<file path="src/rtl/spi_regfile_responder_pkg.sv">
// Shared types and constants for the SPI register-file responder.
// Frame layout: one command byte followed by the data phase.
package spi_pkg;

    localparam int CMD_W      = 8;
    localparam int CMD_RW_BIT = 7;

    typedef enum logic [1:0] {
        IDLE,
        CMD,
        DATA,
        DONE
    } state_e;

    function automatic int FRAME_LEN(input int data_w);
        return CMD_W + data_w;
    endfunction

endpackage

</file>
<file path="src/rtl/spi_regfile_responder_if.sv">
// SPI pins plus local register port and commit/error notifications.
// master = bus owner / local logic side, slave = responder side.
interface spi_regfile_responder_if #(
    parameter int DATA_W = 32,
    parameter int ADDR_W = 4
);
    logic              spi_clk;
    logic              cs_n;
    logic              mosi;
    logic              miso;
    logic              miso_oe;
    logic              loc_we;
    logic [ADDR_W-1:0] loc_addr;
    logic [DATA_W-1:0] loc_wdata;
    logic [DATA_W-1:0] loc_rdata;
    logic              wr_valid;
    logic [ADDR_W-1:0] wr_addr;
    logic [DATA_W-1:0] wr_data;
    logic              err;

    modport master (
        output spi_clk, cs_n, mosi, loc_we, loc_addr, loc_wdata,
        input  miso, miso_oe, loc_rdata, wr_valid, wr_addr, wr_data, err
    );

    modport slave (
        input  spi_clk, cs_n, mosi, loc_we, loc_addr, loc_wdata,
        output miso, miso_oe, loc_rdata, wr_valid, wr_addr, wr_data, err
    );

endinterface

</file>
<file path="src/rtl/spi_regfile_responder_sync.sv">
// Two-flop synchronisers for the SPI pins and spi_clk edge pulses.
// spi_clk and mosi share latency, so mosi_o is aligned with rise_o.
module spi_in_sync (
    input  logic clk_i,
    input  logic rst_i,
    input  logic spi_clk_i,
    input  logic cs_n_i,
    input  logic mosi_i,
    output logic cs_n_o,
    output logic mosi_o,
    output logic rise_o,
    output logic fall_o
);

    logic [1:0] clk_q;
    logic [1:0] cs_q;
    logic [1:0] mosi_q;
    logic       clk_prev_q;

    always_ff @(posedge clk_i or posedge rst_i) begin
        if (rst_i) begin
            clk_q      <= '0;
            cs_q       <= '1;
            mosi_q     <= '0;
            clk_prev_q <= 1'b0;
        end else begin
            clk_q      <= {clk_q[0], spi_clk_i};
            cs_q       <= {cs_q[0], cs_n_i};
            mosi_q     <= {mosi_q[0], mosi_i};
            clk_prev_q <= clk_q[1];
        end
    end

    assign cs_n_o = cs_q[1];
    assign mosi_o = mosi_q[1];
    assign rise_o = clk_q[1] & ~clk_prev_q;
    assign fall_o = ~clk_q[1] & clk_prev_q;

endmodule

</file>
<file path="src/rtl/spi_regfile_responder.sv">
// SPI mode-0 responder backed by a register file with a local port.
// Decodes cmd+data frames, commits writes and serves reads on miso.
module spi_regfile_responder
    import spi_pkg::*;
#(
    parameter int              DATA_W    = 32,
    parameter int              ADDR_W    = 4,
    parameter logic [DATA_W-1:0] RESET_VAL = '0
) (
    input  logic SCLK,
    input  logic SRESET,
    spi_regfile_responder_if.slave bus
);

    localparam int DEPTH = 2 ** ADDR_W;
    localparam int FL    = FRAME_LEN(DATA_W);
    localparam int CNT_W = $clog2(FL + 1);

    logic cs_n_s, mosi_s, rise, fall;

    spi_in_sync u_sync (
        .clk_i     (SCLK),
        .rst_i     (SRESET),
        .spi_clk_i (bus.spi_clk),
        .cs_n_i    (bus.cs_n),
        .mosi_i    (bus.mosi),
        .cs_n_o    (cs_n_s),
        .mosi_o    (mosi_s),
        .rise_o    (rise),
        .fall_o    (fall)
    );

    state_e            state_q, state_d;
    logic [CNT_W-1:0]  cnt_q, cnt_d;
    logic [CMD_W-1:0]  cmd_q, cmd_d;
    logic [DATA_W-1:0] rx_q, rx_d;
    logic [DATA_W-1:0] tx_q, tx_d;
    logic [ADDR_W-1:0] addr_q, addr_d;
    logic              wr_q, wr_d;
    logic              oor_q, oor_d;
    logic              miso_q, miso_d;
    logic              commit_q, commit_d;
    logic              err_q, err_d;
    logic              wv_q, wv_d;
    logic [ADDR_W-1:0] wa_q, wa_d;
    logic [DATA_W-1:0] wd_q, wd_d;

    logic [DATA_W-1:0] regs_q [DEPTH];

    logic [CMD_W-1:0]      cmd_nxt;
    logic [CMD_RW_BIT-1:0] cmd_addr;
    logic                  cmd_oor;
    logic                  commit_wr;

    assign cmd_nxt   = {cmd_q[CMD_W-2:0], mosi_s};
    assign cmd_addr  = cmd_nxt[CMD_RW_BIT-1:0];
    assign cmd_oor   = |(cmd_addr >> ADDR_W);
    assign commit_wr = commit_q & ~oor_q;

    always_comb begin
        state_d  = state_q;
        cnt_d    = cnt_q;
        cmd_d    = cmd_q;
        rx_d     = rx_q;
        tx_d     = tx_q;
        addr_d   = addr_q;
        wr_d     = wr_q;
        oor_d    = oor_q;
        miso_d   = miso_q;
        commit_d = 1'b0;
        err_d    = 1'b0;
        wv_d     = 1'b0;
        wa_d     = wa_q;
        wd_d     = wd_q;
        unique case (state_q)
            IDLE: begin
                miso_d = 1'b0;
                cnt_d  = '0;
                if (!cs_n_s) state_d = CMD;
            end
            CMD: begin
                if (cs_n_s) begin
                    err_d   = 1'b1;
                    state_d = IDLE;
                end else if (rise) begin
                    cmd_d = cmd_nxt;
                    cnt_d = cnt_q + 1'b1;
                    if (cnt_q == CNT_W'(CMD_W - 1)) begin
                        wr_d    = cmd_nxt[CMD_RW_BIT];
                        addr_d  = cmd_nxt[ADDR_W-1:0];
                        oor_d   = cmd_oor;
                        // Snapshot taken before any same-edge register write lands
                        tx_d    = cmd_oor ? '0 : regs_q[cmd_nxt[ADDR_W-1:0]];
                        state_d = DATA;
                    end
                end
            end
            DATA: begin
                if (cs_n_s) begin
                    err_d   = 1'b1;
                    miso_d  = 1'b0;
                    state_d = IDLE;
                end else begin
                    if (fall && !wr_q) begin
                        miso_d = tx_q[DATA_W-1];
                        tx_d   = tx_q << 1;
                    end
                    if (rise) begin
                        rx_d  = {rx_q[DATA_W-2:0], mosi_s};
                        cnt_d = cnt_q + 1'b1;
                        if (cnt_q == CNT_W'(FL - 1)) begin
                            commit_d = wr_q;
                            miso_d   = 1'b0;
                            state_d  = DONE;
                        end
                    end
                end
            end
            DONE: begin
                miso_d = 1'b0;
                if (cs_n_s) begin
                    err_d   = ~wr_q & oor_q;
                    state_d = IDLE;
                end
            end
            default: state_d = IDLE;
        endcase
        if (commit_q) begin
            err_d = err_d | oor_q;
            wv_d  = ~oor_q;
            if (!oor_q) begin
                wa_d = addr_q;
                wd_d = rx_q;
            end
        end
    end

    always_ff @(posedge SCLK or posedge SRESET) begin
        if (SRESET) begin
            state_q  <= IDLE;
            cnt_q    <= '0;
            cmd_q    <= '0;
            rx_q     <= '0;
            tx_q     <= '0;
            addr_q   <= '0;
            wr_q     <= 1'b0;
            oor_q    <= 1'b0;
            miso_q   <= 1'b0;
            commit_q <= 1'b0;
            err_q    <= 1'b0;
            wv_q     <= 1'b0;
            wa_q     <= '0;
            wd_q     <= '0;
        end else begin
            state_q  <= state_d;
            cnt_q    <= cnt_d;
            cmd_q    <= cmd_d;
            rx_q     <= rx_d;
            tx_q     <= tx_d;
            addr_q   <= addr_d;
            wr_q     <= wr_d;
            oor_q    <= oor_d;
            miso_q   <= miso_d;
            commit_q <= commit_d;
            err_q    <= err_d;
            wv_q     <= wv_d;
            wa_q     <= wa_d;
            wd_q     <= wd_d;
        end
    end

    // SPI commit beats a local write to the same index
    always_ff @(posedge SCLK or posedge SRESET) begin
        if (SRESET) begin
            for (int i = 0; i < DEPTH; i++) regs_q[i] <= RESET_VAL;
        end else begin
            if (bus.loc_we && !(commit_wr && addr_q == bus.loc_addr))
                regs_q[bus.loc_addr] <= bus.loc_wdata;
            if (commit_wr)
                regs_q[addr_q] <= rx_q;
        end
    end

    assign bus.miso      = miso_q;
    assign bus.miso_oe   = ~cs_n_s;
    assign bus.loc_rdata = regs_q[bus.loc_addr];
    assign bus.wr_valid  = wv_q;
    assign bus.wr_addr   = wa_q;
    assign bus.wr_data   = wd_q;
    assign bus.err       = err_q;

endmodule

</file>
<file path="src/flat_wrapper.sv">
// flat-port wrapper written by rule: the top's interface ports become plain ports
module spi_regfile_responder_flat import spi_pkg::*;
#(
    parameter int              DATA_W    = 32,
    parameter int              ADDR_W    = 4,
    parameter logic [DATA_W-1:0] RESET_VAL = '0
)
  (SCLK, SRESET, bus_spi_clk, bus_cs_n, bus_mosi, bus_loc_we, bus_loc_addr, bus_loc_wdata, bus_miso, bus_miso_oe, bus_loc_rdata, bus_wr_valid, bus_wr_addr, bus_wr_data, bus_err);
  spi_regfile_responder_if #(.DATA_W(DATA_W), .ADDR_W(ADDR_W)) bus_i ();
  input  logic SCLK;
  input  logic SRESET;
  input wire logic [$bits(bus_i.spi_clk)-1:0] bus_spi_clk;
  input wire logic [$bits(bus_i.cs_n)-1:0] bus_cs_n;
  input wire logic [$bits(bus_i.mosi)-1:0] bus_mosi;
  input wire logic [$bits(bus_i.loc_we)-1:0] bus_loc_we;
  input wire logic [$bits(bus_i.loc_addr)-1:0] bus_loc_addr;
  input wire logic [$bits(bus_i.loc_wdata)-1:0] bus_loc_wdata;
  output wire logic [$bits(bus_i.miso)-1:0] bus_miso;
  output wire logic [$bits(bus_i.miso_oe)-1:0] bus_miso_oe;
  output wire logic [$bits(bus_i.loc_rdata)-1:0] bus_loc_rdata;
  output wire logic [$bits(bus_i.wr_valid)-1:0] bus_wr_valid;
  output wire logic [$bits(bus_i.wr_addr)-1:0] bus_wr_addr;
  output wire logic [$bits(bus_i.wr_data)-1:0] bus_wr_data;
  output wire logic [$bits(bus_i.err)-1:0] bus_err;
  assign bus_i.spi_clk = bus_spi_clk;
  assign bus_i.cs_n = bus_cs_n;
  assign bus_i.mosi = bus_mosi;
  assign bus_i.loc_we = bus_loc_we;
  assign bus_i.loc_addr = bus_loc_addr;
  assign bus_i.loc_wdata = bus_loc_wdata;
  assign bus_miso = bus_i.miso;
  assign bus_miso_oe = bus_i.miso_oe;
  assign bus_loc_rdata = bus_i.loc_rdata;
  assign bus_wr_valid = bus_i.wr_valid;
  assign bus_wr_addr = bus_i.wr_addr;
  assign bus_wr_data = bus_i.wr_data;
  assign bus_err = bus_i.err;
  spi_regfile_responder #(.DATA_W(DATA_W), .ADDR_W(ADDR_W), .RESET_VAL(RESET_VAL)) u_core (.SCLK(SCLK), .SRESET(SRESET), .bus(bus_i));
endmodule
</file>
<file path="config.mk">
export PLATFORM = sky130hd
export DESIGN_NAME = spi_regfile_responder_flat
export DESIGN_NICKNAME = d
export VERILOG_FILES = /design/src/rtl/spi_regfile_responder_pkg.sv /design/src/rtl/spi_regfile_responder_if.sv /design/src/rtl/spi_regfile_responder_sync.sv /design/src/rtl/spi_regfile_responder.sv /design/src/flat_wrapper.sv
export SDC_FILE = /design/constraint.sdc
export NUM_CORES = 2
export LEC_CHECK = 0
export CORE_MARGIN = 2
export CORE_UTILIZATION = 33
export CTS_CLUSTER_DIAMETER = 150
export DETAILED_ROUTE_END_ITERATION = 10
export PLACE_DENSITY = 0.56
export SLEW_MARGIN = 20
export SYNTH_ARGS = -nofsm -noshare
export SYNTH_HDL_FRONTEND = slang
export SYNTH_SLANG_ARGS = --single-unit
</file>
<file path="constraint.sdc">
create_clock -name SCLK -period 33 [get_ports SCLK]
set_input_delay 9.9 -clock SCLK [delete_from_list [all_inputs] [get_ports SCLK]]
set_output_delay 9.9 -clock SCLK [all_outputs]
set_load 0.02 [all_outputs]
</file>
==> results.json <==
{
  "status": "complete, no violations",
  "hold_slack_ns": 0.3622,
  "async_flop_share": 1.000,
  "cp_num_buf_inv": 3,
  "drt-pass1-iter-count": 7,
  "skew_ns": 0.02763,
  "p_per_area_nw_per_um2": 69.32,
  "power_switching_mw": 0.9847,
  "cp_data_required_time_ns": 23.10,
  "max_cap_violations": 0,
  "h-tree-depth": 3,
  "cts.repair.resized": 0,
  "antenna_left": 0,
  "via_count": 28140,
  "cts_tree": "done",
  "cts_max_path_buffers": 3,
  "worstRegToRegCells": 8,
  "post-place-ws_ns": 9.718,
  "p_int_mw": 1.922,
  "numClockSinks": 644,
  "place_area_sq_um": 39290,
  "fp-row-count": 123,
  "worstMarginPinSlew_ns": 1.199,
  "core_area_sq_um": 112500,
  "fin_ws_ns": 9.815,
  "io_buffers": 113,
  "worstHoldPathCells": 0,
  "synth-main-ff-cell": "dfrtp_1",
  "finalHoldViolCount": 0,
  "synth_area_sq_um": 37410,
  "slew_viol_final": 0,
  "cp.arrival_ns": 13.29,
  "drt_iter0_drc": 3323,
  "critical_path_class": "input pin to primary output",
  "crit_path_max_incr_delay_ns": 0.92,
  "grt_overflow": 0,
  "min_path_type": "flip-flop to flip-flop",
  "cts-root-buf": "clkbuf_16",
  "post_synth.cell_area_avg_sq_um": 11.02,
  "critical_path.endpoint_type": "primary output",
  "synth.distinct_cells": 55,
  "fin_crit_sh": 0.7026,
  "p_sw_frac": 0.3388,
  "drive_gt1_frac": 0.1665,
  "antenna_found_initial": 7,
  "cp_top_family": "buffers and inverters",
  "synth_cells": 3395,
  "setup_tns_ns": 0,
  "wl_per_cell_um": 27.64,
  "setup_viol": 0,
  "ir_worst_vdd_mv": 0.04396,
  "clkPwrFrac": 0.308,
  "leakagePower_nw": 16.62,
  "seqPwrFrac": 0.393,
  "dieArea_sq_um": 116100,
  "clkSlewWorstSetupHoldPaths_ns": 0.06,
  "ys_seq_area_frac": 0.4309,
  "rsz0062_at_grt": "no",
  "crit_top_cell": "mux4_2",
  "grtUsageTotal": 0.2272,
  "start_util": 0.3325,
  "ys_warn_count": 0,
  "synth_fp_nets": 3442,
  "place_congestion": 0.8035,
  "cp_max_fo": 83,
  "crit_chain": "buf_8 > buf_4 > mux4_2 > mux4_2 > clkdlybuf4s50_1",
  "nets": 3333,
  "io_pins": 114,
  "dp_hpwl_um": 75180,
  "vias_per_cell": 5.813,
  "grt_pass1_vias": 27130,
  "period_minus_slack_ns": 23.19,
  "stdcell_area_sq_um": 41930,
  "wirelength_um": 133800,
  "die_y_um": 340.7,
  "combPwrFrac": 0.299,
  "grt_pass1_wl_um": 196000,
  "grt_max_degree": 99,
  "ys_ff_latch": 644,
  "drc": 0,
  "n_fill_cell": 10890,
  "postCtsSetupRepairBufs": 0,
  "clkLatencyLatePin_ns": 0.65,
  "startpoint_type": "input pin",
  "max_freq_ghz": 0.04313,
  "die_w_um": 340.7,
  "area_growth_syn_to_layout_pct": 12.08,
  "cts_hold_buf": 0,
  "synth_enable_flop_cells": 0,
  "cp_slowest_cell": "buf_4",
  "max_slew_margin": 0.1990,
  "cp_num_cells": 5,
  "cts_made_buffers": 77
}
## cell usage in the layout (no fill, tap or decap), types with 7 or more instances in the layout
cell,instances
nand2_1,229
mux4_2,245
o21ai_0,71
mux2i_1,579
o211ai_1,22
clkbuf_8,13
nand3_4,7
a221oi_1,8
buf_4,63
clkbuf_1,17
nor2_1,468
bufinv_16,8
a21oi_1,419
mux2_2,69
clkdlybuf4s50_1,109
clkinv_2,9
a21oi_4,14
clkbuf_16,80
a22oi_1,38
a32o_1,22
dfrtp_1,638
nand3_1,9
o21ai_1,30
a31oi_1,69
## state kept, by name, summed over array words and instances (netlist names), 2 cells and up
register,cells
u_core.addr_q,4
u_core.state_q,2
u_core.cnt_q,6
u_core.bus.wr_data,32
u_core.bus.wr_addr,4
u_core.regs_q,512
u_core.tx_q,32
u_core.rx_q,32
u_core.u_sync.clk_q,2
u_core.u_sync.mosi_q,2
u_core.cmd_q,7
u_core.u_sync.cs_q,2
## power by group through the flow
stage / logic, mW / clock network [mW] / registers, mW
after floorplan: 0.651 / 0 / 1.06
after global placement: 0.842 / 0 / 1.15
after detailed placement: 0.859 / 0 / 1.15
after CTS: 0.860 / 0.912 / 1.13
after global routing: 0.932 / 0.942 / 1.16
final: 0.868 / 0.896 / 1.14
## worst register-to-register path, delay by kind of cell (launching register included)
kind,cells,cell delay [ns]
buf+inv,3,1.56
compound gates,2,0.74
simple gates,2,0.65
flops,1,0.40
mux,1,0.27
## per-layer routing
metal	wire length, um	share of wire	GRT usage	vias up
li1	-	-	-	12160
met1	58320	0.44	0.3298	14280
met2	59820	0.45	0.3431	1438
met3	11280	0.084	0.03977	253
met4	4321	0.032	0.07480	8
met5	46	0.00034	0	-
## cells by family (layout without fill, tap and decap cells)
family | Yosys count | after routing | share of synthesized area
other | 0 | 1 | 0
AND/OR/NAND/NOR | 765 | 765 | 0.08144
multiplexers | 893 | 893 | 0.3232
AO/OA/AOI/OAI | 706 | 706 | 0.1094
XOR/XNOR | 5 | 5 | 0.001171
buffers and inverters | 377 | 322 | 0.05231
adder cells (fa/ha/maj) | 5 | 5 | 0.001672
flip-flops | 644 | 644 | 0.4309
## Yosys cell counts, drive strengths merged, types with 3 or more instances
master  instances  area share
o21ai         101       0.014
buf           172       0.032
nand2         232       0.023
nor2b          10      0.0017
mux4          245        0.15
mux2i         579        0.15
a22o            5      0.0012
nand3          16      0.0021
a31oi          69       0.012
dfrtp         642        0.43
ha              5      0.0017
nand4           3     0.00050
nor3            7      0.0012
o211ai         24      0.0051
nor2          470       0.047
clkbuf        197       0.020
a22oi          38      0.0076
xnor2           5      0.0012
a21oi         433       0.061
inv             8     0.00080
a221oi          8      0.0019
and2            3     0.00050
and3            4     0.00067
mux2           69       0.021
a32o           22      0.0059
nand2b          5     0.00084
## metrics by stage
step             util  instances  power, mW
6_report       0.3727       4841      2.907
5_1_grt        0.3727       4840      3.033
4_1_cts        0.3722       4838      2.906
3_5_place_dp   0.3492       4705      2.005
3_3_place_gp   0.3487       4703      1.988
2_1_floorplan       -       3395      1.714
## path summary, 6_finish.rpt
kind                                         start                       to  slack [ns]
min in group asynchronous                   SRESET       u_core.regs_q[424]        9.75
min                        u_core.u_sync.mosi_q[0]  u_core.u_sync.mosi_q[1]        0.36
max                                bus_loc_addr[0]         bus_loc_rdata[1]        9.81
min reg2reg                u_core.u_sync.mosi_q[0]  u_core.u_sync.mosi_q[1]        0.36
max in group asynchronous                   SRESET       u_core.regs_q[121]       20.95
max reg2reg                           u_core.oor_q       u_core.regs_q[253]       29.22
## final cells by class
cell class,instances,area (sq um),share of cell area
Clock inverter,23,344.1,0.008206
Multi-Input combinational cell,2374,19570,0.4667
Sequential cell,644,16130,0.3847
Antenna cell,1,2.502,0.00005968
Clock buffer,110,2245,0.05353
Timing Repair Buffer,181,1729,0.04124
Inverter,8,37.54,0.0008952
Tap cell,1500,1877,0.04476
Note: power is estimated with default switching activity, not from simulation.
